`config.mk`:
```
export PLATFORM = sky130hd
export DESIGN_NAME = if_stage_mc_flat
export DESIGN_NICKNAME = d
export VERILOG_FILES = /design/src/rtl/if_stage_mc_if.sv /design/src/rtl/if_stage_mc.sv /design/src/flat_wrapper.sv
export SDC_FILE = /design/constraint.sdc
export NUM_CORES = 1
export LEC_CHECK = 0
export CORE_ASPECT_RATIO = 0.9
export CORE_MARGIN = 2
export CORE_UTILIZATION = 52
export CTS_BUF_LIST = sky130_fd_sc_hd__clkbuf_8 sky130_fd_sc_hd__clkbuf_16
export CTS_CLUSTER_DIAMETER = 40
export DETAILED_ROUTE_END_ITERATION = 8
export GPL_TIMING_DRIVEN = 0
export PLACE_DENSITY_LB_ADDON = 0.05
export SETUP_SLACK_MARGIN = 0.05
export SYNTH_ARGS = -nofsm -noshare
export SYNTH_HDL_FRONTEND = slang
export SYNTH_SLANG_ARGS = --single-unit
```
`constraint.sdc`:
```
create_clock -name clk -period 8.74 [get_ports clk]
set_input_delay 1.748 -clock clk [delete_from_list [all_inputs] [get_ports clk]]
set_output_delay 1.748 -clock clk [all_outputs]
set_load 0.01 [all_outputs]
```
`src/rtl/if_stage_mc_if.sv`:
```
// Instruction-memory fetch channel: request/address out, one-cycle ack/data back.
// The fetch stage drives the master side; the memory model drives the slave side.
interface if_stage_mc_if;
    logic        req;
    logic [31:0] addr;
    logic        ack;
    logic [31:0] rdata;

    modport master (output req, output addr, input ack, input rdata);
    modport slave  (input req, input addr, output ack, output rdata);
endinterface

```
`src/rtl/if_stage_mc.sv`:
```
// Instruction-fetch stage with IF/ID register: variable-latency fetch, decode freeze,
// and EXE redirect, including a redirect that lands while a fetch is still outstanding.
module if_stage_mc #(
    parameter logic [31:0] RESET_PC = 32'h0000_0000
) (
    input  logic                 clk,
    input  logic                 rst,
    input  logic                 freeze,
    input  logic                 branch_taken,
    input  logic [31:0]          branch_addr,
    if_stage_mc_if.master        imem,
    output logic [31:0]          PC,
    output logic [31:0]          Instruction,
    output logic                 valid
);

    typedef enum logic [1:0] {
        S_WAIT  = 2'd0,
        S_HOLD  = 2'd1,
        S_DRAIN = 2'd2
    } state_t;

    state_t      state_q, state_d;
    logic [31:0] pc_q, pc_d;
    logic [31:0] target_q, target_d;
    logic [31:0] skid_pc_q, skid_pc_d;
    logic [31:0] skid_instr_q, skid_instr_d;
    logic [31:0] if_pc_d, if_instr_d;
    logic        if_valid_d;
    logic [31:0] pc_plus4;

    assign pc_plus4  = pc_q + 32'd4;
    // A request is held from the cycle it rises until its ack; only HOLD and reset lower it.
    assign imem.req  = !rst && (state_q != S_HOLD);
    assign imem.addr = pc_q;

    always_comb begin
        // NOTE: every signal written here gets a default first, so no path can infer a latch.
        state_d      = state_q;
        pc_d         = pc_q;
        target_d     = target_q;
        skid_pc_d    = skid_pc_q;
        skid_instr_d = skid_instr_q;
        if_pc_d      = PC;
        if_instr_d   = Instruction;
        if_valid_d   = valid;

        if (branch_taken) begin
            if_pc_d    = '0;
            if_instr_d = '0;
            if_valid_d = 1'b0;
            case (state_q)
                S_WAIT, S_DRAIN: begin
                    // An ack in the redirect cycle retires the wrong-path fetch at once.
                    if (imem.ack) begin
                        pc_d    = branch_addr;
                        state_d = S_WAIT;
                    end else begin
                        target_d = branch_addr;
                        state_d  = S_DRAIN;
                    end
                end
                S_HOLD: begin
                    pc_d    = branch_addr;
                    state_d = S_WAIT;
                end
                default: state_d = S_WAIT;
            endcase
        end else begin
            case (state_q)
                S_WAIT: begin
                    if (imem.ack) begin
                        pc_d = pc_plus4;
                        if (freeze) begin
                            skid_pc_d    = pc_plus4;
                            skid_instr_d = imem.rdata;
                            state_d      = S_HOLD;
                        end else begin
                            if_pc_d    = pc_plus4;
                            if_instr_d = imem.rdata;
                            if_valid_d = 1'b1;
                        end
                    end else if (!freeze) begin
                        if_instr_d = '0;
                        if_valid_d = 1'b0;
                    end
                end
                S_HOLD: begin
                    if (!freeze) begin
                        if_pc_d    = skid_pc_q;
                        if_instr_d = skid_instr_q;
                        if_valid_d = 1'b1;
                        state_d    = S_WAIT;
                    end
                end
                S_DRAIN: begin
                    if (!freeze) begin
                        if_instr_d = '0;
                        if_valid_d = 1'b0;
                    end
                    if (imem.ack) begin
                        pc_d    = target_q;
                        state_d = S_WAIT;
                    end
                end
                default: state_d = S_WAIT;
            endcase
        end
    end

    // NOTE: state is updated with non-blocking assignments so every register samples pre-edge values.
    always_ff @(posedge clk) begin
        if (rst) begin
            state_q     <= S_WAIT;
            pc_q        <= RESET_PC;
            PC          <= '0;
            Instruction <= '0;
            valid       <= 1'b0;
        end else begin
            state_q     <= state_d;
            pc_q        <= pc_d;
            PC          <= if_pc_d;
            Instruction <= if_instr_d;
            valid       <= if_valid_d;
        end
    end

    // NOTE: skid and target payloads are not reset; they are only read in HOLD/DRAIN,
    // which reset leaves, so the state register alone encodes "skid empty".
    always_ff @(posedge clk) begin
        target_q     <= target_d;
        skid_pc_q    <= skid_pc_d;
        skid_instr_q <= skid_instr_d;
    end

endmodule

```
`src/flat_wrapper.sv`:
```
// flat-port wrapper written by rule: the top's interface ports become plain ports
module if_stage_mc_flat 
#(
    parameter logic [31:0] RESET_PC = 32'h0000_0000
)
  (clk, rst, freeze, branch_taken, branch_addr, PC, Instruction, valid, imem_req, imem_addr, imem_ack, imem_rdata);
  if_stage_mc_if imem_i ();
  input  logic clk;
  input  logic rst;
  input  logic freeze;
  input  logic branch_taken;
  input  logic [31:0] branch_addr;
  output logic [31:0] PC;
  output logic [31:0] Instruction;
  output logic valid;
  output wire logic [$bits(imem_i.req)-1:0] imem_req;
  output wire logic [$bits(imem_i.addr)-1:0] imem_addr;
  input wire logic [$bits(imem_i.ack)-1:0] imem_ack;
  input wire logic [$bits(imem_i.rdata)-1:0] imem_rdata;
  assign imem_req = imem_i.req;
  assign imem_addr = imem_i.addr;
  assign imem_i.ack = imem_ack;
  assign imem_i.rdata = imem_rdata;
  if_stage_mc #(.RESET_PC(RESET_PC)) u_core (.clk(clk), .rst(rst), .freeze(freeze), .branch_taken(branch_taken), .branch_addr(branch_addr), .imem(imem_i), .PC(PC), .Instruction(Instruction), .valid(valid));
endmodule
```
==> results of run 1 <==
==> synthesized netlist by cell type, drive strengths merged, types with 5 or more instances <==
| library cell | number |
|---|---|
| and3 | 6 |
| nand2 | 48 |
| a31oi | 16 |
| nor2 | 102 |
| o211ai | 11 |
| xor2 | 8 |
| nand3 | 36 |
| nor3 | 19 |
| mux2i | 13 |
| o32ai | 9 |
| nand2b | 7 |
| and4 | 5 |
| nand4 | 10 |
| nor2b | 5 |
| xnor2 | 12 |
| dfxtp | 99 |
| or2 | 12 |
| a21o | 8 |
| o31a | 12 |
| a21oi | 66 |
| inv | 21 |
| o21ai | 43 |
| a211oi | 8 |
| edfxtp | 96 |
| ha | 5 |
| nor4 | 8 |
| a22oi | 38 |
| a221oi | 7 |
| clkbuf | 64 |
| buf | 7 |
==> stage by stage <==
| stage | area (um^2) | setup slack [ps] | util | hold WS, ps | total power, mW |
|---|---|---|---|---|---|
| 2_1_floorplan | 8600 | 1290 | - | 453 | 1.19 |
| 3_3_place_gp | 10500 | -1640 | 0.649 | 439 | 1.33 |
| 3_5_place_dp | 10600 | 3010 | 0.654 | 445 | 1.33 |
| 4_1_cts | 11100 | 3000 | 0.688 | 455 | 2.06 |
| 5_1_grt | 11100 | 2940 | 0.688 | 476 | 2.12 |
| 6_report | 11100 | 3000 | 0.688 | 450 | 2.06 |
==> final timing paths <==
check                                 startpoint                                end  slack [ps]  cells after the start
setup / recovery                             rst                           imem_req        3000                      5
hold / removal         u_core.PC[6]$_SDFFE_PP0P_          u_core.PC[6]$_SDFFE_PP0P_         450                      2
hold reg to reg        u_core.PC[6]$_SDFFE_PP0P_          u_core.PC[6]$_SDFFE_PP0P_         450                      2
setup reg to reg  u_core.state_q[1]$_SDFFE_PP0P_  u_core.imem.addr[10]$_SDFFE_PP0P_        5720                      9
==> sequential cells by signal (all words and copies together), names as in the netlist, named ones only <==
name                 cells
u_core.skid_instr_q     32
u_core.target_q         32
u_core.state_q           2
u_core.imem.addr        32
u_core.skid_pc_q        32
u_core.PC               32
u_core.Instruction      32
==> worst max-delay path: cells and delay by family <==
family,cells,cell delay [ps]
buffers and inverters,4,2140
and+or+nand+nor,1,100
==> final cells by class <==
class / instances / area share
clock inverters: 14 / 0.00921
plain buffers: 71 / 0.0253
well taps: 207 / 0.0233
repair buffers: 171 / 0.154
inverters: 23 / 0.00775
multi-input cells: 559 / 0.304
clock buffers: 18 / 0.0404
flip-flops and latches: 195 / 0.437
==> layer usage <==
layer / share of wire / vias up
met1: 0.45 / 3662
li1: - / 3540
met3: 0.10 / 26
met2: 0.43 / 410
met4: 0.013 / 0
met5: 0 / -
==> layout by cell type (no fill, tap or decap), types with 4 or more instances in the layout <==
cell and instances:
xnor2_1 12, o21ai_0 43, a221oi_1 7, nand4_1 7, a21o_1 8, clkdlybuf4s50_1 164
or2_2 10, buf_4 4, and3_1 6, nor4_1 8, mux2i_1 13, xor2_1 8
dfxtp_1 99, clkinvlp_4 4, ha_1 5, a22oi_1 38, a31oi_1 16, o31a_1 12
inv_1 22, nor3_1 18, clkinv_2 4, a211oi_1 8, clkbuf_1 61, edfxtp_1 96
nor2b_1 5, o211ai_1 11, clkbuf_16 18, nand2_1 48, nor2_1 102, nand3_1 35
and4_1 4, nand2b_1 7, buf_6 5, a21oi_1 66, o32ai_1 9
==> cell families (layout without fill, tap and decap cells) <==
family,after synthesis,after routing,synth area share
simple gates,269,269,0.152
compound gates,251,251,0.195
flops,195,195,0.565
buf+inv,94,297,0.0428
xor+xnor,20,20,0.0204
mux,14,14,0.0169
fa+ha+maj,5,5,0.00727
==> power breakdown <==
part	internal [mW]	switching (mW)	leakage [nW]
Combinational	0.124	0.164	1.82
Sequential	0.999	0.0307	1.69
Clock	0.384	0.356	0.269
Total	1.51	0.551	3.78
==> flow_summary.yaml, run 1 <==
run_status:
  status: "finished, final reports clean"
logic_synthesis:
  synth_cell_types: 67
  syn_avg_cell_area_um2: 10.1
  synth_edf_count: 96
  syn-cell-area_mm2: 0.00860
  async_flop_share: 0
  synth_sequential_area_ratio: 0.565
  yosysTopAreaCell: "edfxtp_1"
  yosys_register_bits: 195
  syn_inst: 848
  synth_warnings: 0
  synth_top_area_frac: 0.335
  syn-num-nets: 922
  ys_dominant_reg_cell: "dfxtp_1"
  synthTopCellsByArea: "edfxtp_1, dfxtp_1, nor2_1"
route:
  drt-pass1-iter-count: 6
  vias_per_cell: 6.07
  wire_per_inst_um: 20.2
  drt_iter0_markers: 901
  post-route-drc-count: 0
  vias: 7638
  ant_nets: 0
  routed_wl_mm: 25.4
setup_path:
  critPathMaxStageDelay_ps: 620
  start_kind: "primary input"
  worstPathArrival_ps: 3990
  crit_required_ps: 6990
  path_class: "primary input to output pin"
  critical_path.slowest_cell: "clkbuf_1"
  crit_chain: "clkdlybuf4s50_1, clkbuf_1, clkbuf_1, nor2_1, clkdlybuf4s50_1"
  cp-end-kind: "output pin"
  cp_max_fo: 10
die:
  ios: 167
  core_mm2: 0.0162
  die_x_um: 140
  start_util: 0.532
  die_y_um: 126
  num_rows: 44
  design.die.area_mm2: 0.0176
min_path:
  worstHoldPathType: "register to register"
global_routing:
  grt_use_met1: 0.454
  grtUsageMet2: 0.409
  grt_max_degree: 18
  grt_pass1_vias: 6938
  grt_first_pass_wirelength_mm: 39.5
  antenna_found_initial: 0
  busiest_layer: "met1"
  grt_usage: 0.289
  gr-total-overflow: 0
  grtUsageMet3: 0.0567
layout:
  multi_input_area_mm2: 0.00338
  instances_no_fill: 1258
  area.sequential_mm2: 0.00486
  final.fill_count: 1289
  layout-drive-gt1-share: 0.0666
  antenna_cells: 0
  syn_to_final_growth_pct: 29.5
  nNetsFinal: 1112
sta:
  period_needed_ps: 5740
  relSlewSlack: 0.420
  tightest_slew_ps: 865
  fmax_ghz: 0.174
  drv_slew: 0
  fin_setup_tns_ps: 0
  hold_violations: 0
  rsz0062_at_grt: "no"
  min_period_over_period: 0.657
  setup_viol: 0
  fin_skew_ps: 6.59
clock_network:
  cts_max_level: 4
  root_buffer: "clkbuf_16"
  cts_hold_buf: 0
  cts_buffers: 17
  insertion_delay_ps: 440
  cts.path.max_buffers: 2
  cts_resized: 0
  clk_pin_slew_worst_paths_ps: 70
  cts_setup_buffers: 0
  cts_tree: "built"
  cts.sinks: 195
pwr:
  ir_drop_mv: 0.166
  power_density_mw_per_mm2: 185
  leakage_nw: 3.78
placement:
  placed_cells: 1226
  place.gp.congestion: 0.940
  place_hpwl_mm: 18.3
  io_buffer_count: 164
run:
  maxCapViolCount: 0
Note: power is estimated with default switching activity, not from simulation.
==> run 2, diff against run 1 <==
==> constraint.sdc (replaced) <==
create_clock -name clk -period 6 [get_ports clk]
set_input_delay 1.2 -clock clk [delete_from_list [all_inputs] [get_ports clk]]
set_output_delay 1.2 -clock clk [all_outputs]
set_load 0.01 [all_outputs]
==> run 2 against run 1 <==
Sequential power is 46% higher. Final cell count barely moved. Clock skew increased by 1.2 ps. Flip-flop and latch count unchanged. First-iteration DRC count is 3.2% lower. Clock-buffer cell count unchanged. Wire length barely moved. Die area is the same. Total power rose by 54%.
==> flow_summary.yaml, run 2 (synthesis results as in run 1) <==
placement:
  placed_cells: 1225
  place.gp.congestion: 0.918
  io_buffer_count: 164
  post-place-ws_ps: 1380
  place_hpwl_mm: 18.3
global_routing:
  grt_first_pass_wirelength_mm: 39.6
  gr-total-overflow: 0
  grt_usage: 0.289
  grt_max_degree: 18
  antenna_found_initial: 0
  grt_pass1_vias: 7051
sta:
  fin_ws_ps: 1380
  fmax_ghz: 0.216
  hold_violations: 0
  relSlewSlack: 0.404
  rsz0062_at_grt: "no"
  hold-worst-slack_ps: 451
  fin_setup_tns_ps: 0
  fin_skew_ps: 7.82
  drv_slew: 0
  setup_viol: 0
  min_period_over_period: 0.770
  period_needed_ps: 4620
  tightest_slew_ps: 888
die:
  num_rows: 44
  die_y_um: 126
  start_util: 0.532
  die_x_um: 140
  ios: 167
  core_mm2: 0.0162
  design.die.area_mm2: 0.0176
layout:
  layout-drive-gt1-share: 0.0657
  nNetsFinal: 1111
  instances_no_fill: 1257
  antenna_cells: 0
  mostFrequentLayoutCell: "clkdlybuf4s50_1"
  final.fill_count: 1278
  syn_to_final_growth_pct: 30.9
  final_cell_mix: "clkdlybuf4s50_1, nor2_1, dfxtp_1"
min_path:
  hold_path_depth: 2
  worstHoldPathType: "register to register"
  worstHoldStart: "u_core.PC[15]$_SDFFE_PP0P_"
  hold_end: "u_core.PC[15]$_SDFFE_PP0P_"
pwr:
  ir_drop_mv: 0.224
  leakage_nw: 3.83
  power_density_mw_per_mm2: 281
setup_path:
  critical_path.slowest_cell: "clkbuf_1"
  crit_chain: "clkdlybuf4s50_1, clkbuf_1, clkbuf_1, nor2_1, clkdlybuf4s50_1"
  crit_start: "rst"
  worstPathArrival_ps: 3420
  cp-end-kind: "output pin"
  cp_max_fo: 10
  critPathMaxStageDelay_ps: 600
  reg2reg_setup_slack_ps: 2970
  start_kind: "primary input"
  worstReg2RegStart: "u_core.state_q[1]$_SDFFE_PP0P_"
  crit_required_ps: 4800
  worstRegToRegCells: 9
  reg2reg_to: "u_core.imem.addr[10]$_SDFFE_PP0P_"
  path_class: "primary input to output pin"
clock_network:
  root_buffer: "clkbuf_16"
  cts_buffers: 17
  cts_max_level: 4
  cts_setup_buffers: 0
  cts.sinks: 195
  cts_resized: 0
  cts.path.max_buffers: 2
  cts_tree: "built"
  cts_hold_buf: 0
  clk_pin_slew_worst_paths_ps: 70
  insertion_delay_ps: 430
run_status:
  status: "finished, final reports clean"
route:
  drt_iter0_markers: 872
  post-route-drc-count: 0
  wire_per_inst_um: 20.2
  vias: 7547
  drt-pass1-iter-count: 6
  ant_nets: 0
  routed_wl_mm: 25.4
  vias_per_cell: 6.00
run:
  maxCapViolCount: 0
run 2: cell types whose count changed in the layout (fill, tap and decap cells not counted), sizes merged:
cell and change:
clkinvlp -2, buf -1, inv -2, bufinv +4
run 2: final cells by class:
class | count | area (um^2) | area share
Tap cell | 207 | 259 | 0.0230
Timing Repair Buffer | 170 | 1740 | 0.154
Multi-Input combinational cell | 559 | 3390 | 0.301
Clock buffer | 18 | 450 | 0.0400
Buffer | 71 | 282 | 0.0250
Sequential cell | 195 | 4860 | 0.432
Inverter | 23 | 86.3 | 0.00767
Clock inverter | 14 | 195 | 0.0173
run 2: worst max-delay path by stage:
stage                                   endpoint  slack (ps)  cells past startpoint
5_1_grt                                 imem_req        1310                      5
3_3_place_gp   u_core.skid_instr_q[13]$_DFFE_PP_        -600                      4
2_1_floorplan   u_core.skid_instr_q[0]$_DFFE_PP_        1380                      3
4_1_cts                                 imem_req        1380                      5
6_report                                imem_req        1380                      5
3_5_place_dp                            imem_req        1380                      5
run 2: critical path, delay by kind of cell:
kind          cells  cell delay (ps)
buf+inv           4             2110
simple gates      1              110
run 2: layer usage:
layer | vias to the layer above | global-route usage | share of wire | wire [um]
met5 | - | 0 | 0 | 0
met4 | 0 | 0.0776 | 0.013 | 319
met3 | 28 | 0.0669 | 0.10 | 2640
met2 | 388 | 0.412 | 0.43 | 11000
met1 | 3606 | 0.443 | 0.45 | 11400
li1 | 3525 | - | - | -
run 2: power breakdown:
group	switching (mW)	internal [mW]	leakage [nW]
registers	0.0449	1.46	1.69
logic	0.242	0.182	1.83
clock network	0.514	0.728	0.312
run 2: per-stage QoR:
step	instance area, um^2	power (mW)	util
after floorplan	8610	1.74	-
after global placement	10500	1.93	0.649
after detailed placement	10600	1.94	0.656
after CTS	11300	3.17	0.696
after global routing	11300	3.27	0.696
final	11300	3.17	0.696
==> run 3, diff against run 2 <==
--- a/config.mk
+++ b/config.mk
@@ -7,7 +7,7 @@
 export LEC_CHECK = 0
 export CORE_ASPECT_RATIO = 0.9
 export CORE_MARGIN = 2
-export CORE_UTILIZATION = 52
+export CORE_UTILIZATION = 47
 export CTS_BUF_LIST = sky130_fd_sc_hd__clkbuf_8 sky130_fd_sc_hd__clkbuf_16
 export CTS_CLUSTER_DIAMETER = 40
 export DETAILED_ROUTE_END_ITERATION = 8
==> constraint.sdc (replaced) <==
create_clock -name clk -period 4 [get_ports clk]
set_input_delay 0.8 -clock clk [delete_from_list [all_inputs] [get_ports clk]]
set_output_delay 0.8 -clock clk [all_outputs]
set_load 0.01 [all_outputs]
==> run 3 against run 2 <==
Register-to-register slack lost 2000 ps. Sequential share of layout area grew 0.33 points. Core utilization shrank 6.7 points. Design area shrank 0.77%. Non-clock buffer count grew 1. Global-route usage shrank 2.5 points. Worst hold slack lost 2.1 ps. Wire length grew 1.0%. Die area grew 10%.
==> flow_summary.yaml, run 3 (synthesis results as in run 1) <==
route:
  post-route-drc-count: 0
  wire_per_inst_um: 19.9
  vias_per_cell: 5.84
  routed_wl_mm: 25.6
  drt_iter0_markers: 720
  vias: 7536
  drt-pass1-iter-count: 6
  ant_nets: 0
sta:
  relSlewSlack: 0.373
  rsz0062_at_grt: "no"
  setup_viol: 0
  fmax_ghz: 0.262
  tightest_slew_ps: 934
  period_needed_ps: 3810
  hold_violations: 0
  fin_skew_ps: 12.1
  min_period_over_period: 0.954
  fin_setup_tns_ps: 0
  drv_slew: 0
placement:
  placed_area_mm2: 0.0107
  place_hpwl_mm: 18.5
  place.gp.congestion: 0.896
  io_buffer_count: 164
layout:
  final_cell_area_mm2: 0.0112
  antenna_cells: 0
  nNetsFinal: 1112
  final.fill_count: 1512
  syn_to_final_growth_pct: 29.9
  final_cell_mix: "clkdlybuf4s50_1, nor2_1, dfxtp_1"
  layout-drive-gt1-share: 0.0637
  mostFrequentLayoutCell: "clkdlybuf4s50_1"
setup_path:
  reg2reg_to: "u_core.imem.addr[11]$_SDFFE_PP0P_"
  worstPathArrival_ps: 3010
  worstReg2RegStart: "u_core.state_q[1]$_SDFFE_PP0P_"
  cp_max_fo: 10
  crit_required_ps: 3200
  cp-end-kind: "output pin"
  start_kind: "primary input"
  path_class: "primary input to output pin"
  worstRegToRegCells: 9
  critPathMaxStageDelay_ps: 590
  critical_path.slowest_cell: "clkbuf_1"
  crit_buf_inv: 4
  reg2reg_setup_slack_ps: 1020
  cp_top_family: "buffers and inverters"
  crit_chain: "clkdlybuf4s50_1, clkbuf_1, clkbuf_1, nor2_1, clkdlybuf4s50_1"
die:
  die_y_um: 132
  ios: 167
  design.die.area_mm2: 0.0194
  die_x_um: 147
  num_rows: 46
  core_mm2: 0.0178
  start_util: 0.484
global_routing:
  grt_first_pass_wirelength_mm: 39.6
  grt_usage: 0.264
  grt_pass1_vias: 6754
  antenna_found_initial: 0
  grt_max_degree: 21
  gr-total-overflow: 0
clock_network:
  cts.sinks: 195
  cts_max_level: 4
  insertion_delay_ps: 440
  cts_buffers: 17
  clk_pin_slew_worst_paths_ps: 70
  cts_setup_buffers: 0
  cts_hold_buf: 0
  cts.path.max_buffers: 2
  cts_tree: "built"
  root_buffer: "clkbuf_16"
pwr:
  leakage_nw: 3.78
  power_density_mw_per_mm2: 396
  ir_drop_mv: 0.295
min_path:
  hold_path_depth: 2
  worstHoldStart: "u_core.PC[15]$_SDFFE_PP0P_"
  hold_end: "u_core.PC[15]$_SDFFE_PP0P_"
  worstHoldPathType: "register to register"
run:
  maxCapViolCount: 0
run_status:
  status: "finished, final reports clean"
run 3: changes by cell type in the layout (fill, tap and decap cells not counted), sizes merged:
| cell | previous run | this run |
|---|---|---|
| inv | 25 | 26 |
| buf | 13 | 14 |
| clkbuf | 82 | 81 |
| bufinv | 4 | 0 |
| clkinv | 6 | 10 |
run 3: layout make-up:
cell class	instances	area, um^2	area share
sequential	195	4860	0.435
timing repair buffer	171	1740	0.155
buffer	71	283	0.0253
tap	240	300	0.0269
clock buffer	17	425	0.0381
inverter	23	86.3	0.00773
clock inverter	15	92.6	0.00829
multi-input combinational	559	3390	0.303
run 3: where the power goes:
group	switching, mW	internal (mW)
sequential	0.0675	2.18
clock	0.755	0.788
combinational	0.361	0.274
run 3: tightest hold or removal path, delay by kind of cell, from the launching register on:
family,cells,cell delay [ps]
and+or+nand+nor,1,50
DFF,1,310
AOI/OAI and AO/OA,1,50
run 3: through the flow:
step	hold WS [ps]	util	total power, mW	worst slack, ps	instances
6_report	449	0.628	4.43	185	1291
3_5_place_dp	445	0.599	2.92	165	1259
3_3_place_gp	438	0.594	2.90	-2100	1252
5_1_grt	470	0.628	4.60	57.3	1291
2_1_floorplan	453	-	2.61	108	848
4_1_cts	453	0.628	4.45	160	1291
run 3: worst max-delay path by stage:
stage	start	to	slack (ps)	depth (start not counted)
final	rst	imem_req	190	5
after global routing	rst	imem_req	60	5
after CTS	rst	imem_req	160	5
after detailed placement	rst	imem_req	170	5
after global placement	branch_taken	u_core.target_q[28]$_DFFE_PP_	-2100	4
after floorplan	branch_taken	u_core.target_q[0]$_DFFE_PP_	110	3
run 3: per-layer routing:
layer	vias up	share of wire	track usage
met3	24	0.087	0.0467
li1	3539	-	-
met5	-	0	0
met4	0	0.012	0.0680
met2	339	0.43	0.369
met1	3634	0.47	0.418
run 3: what timing repair did:
item,4_1_cts,5_1_grt
setup endpoints to repair,0,1
endpoints found under the hold margin,0,0
gates resized for setup,0,2
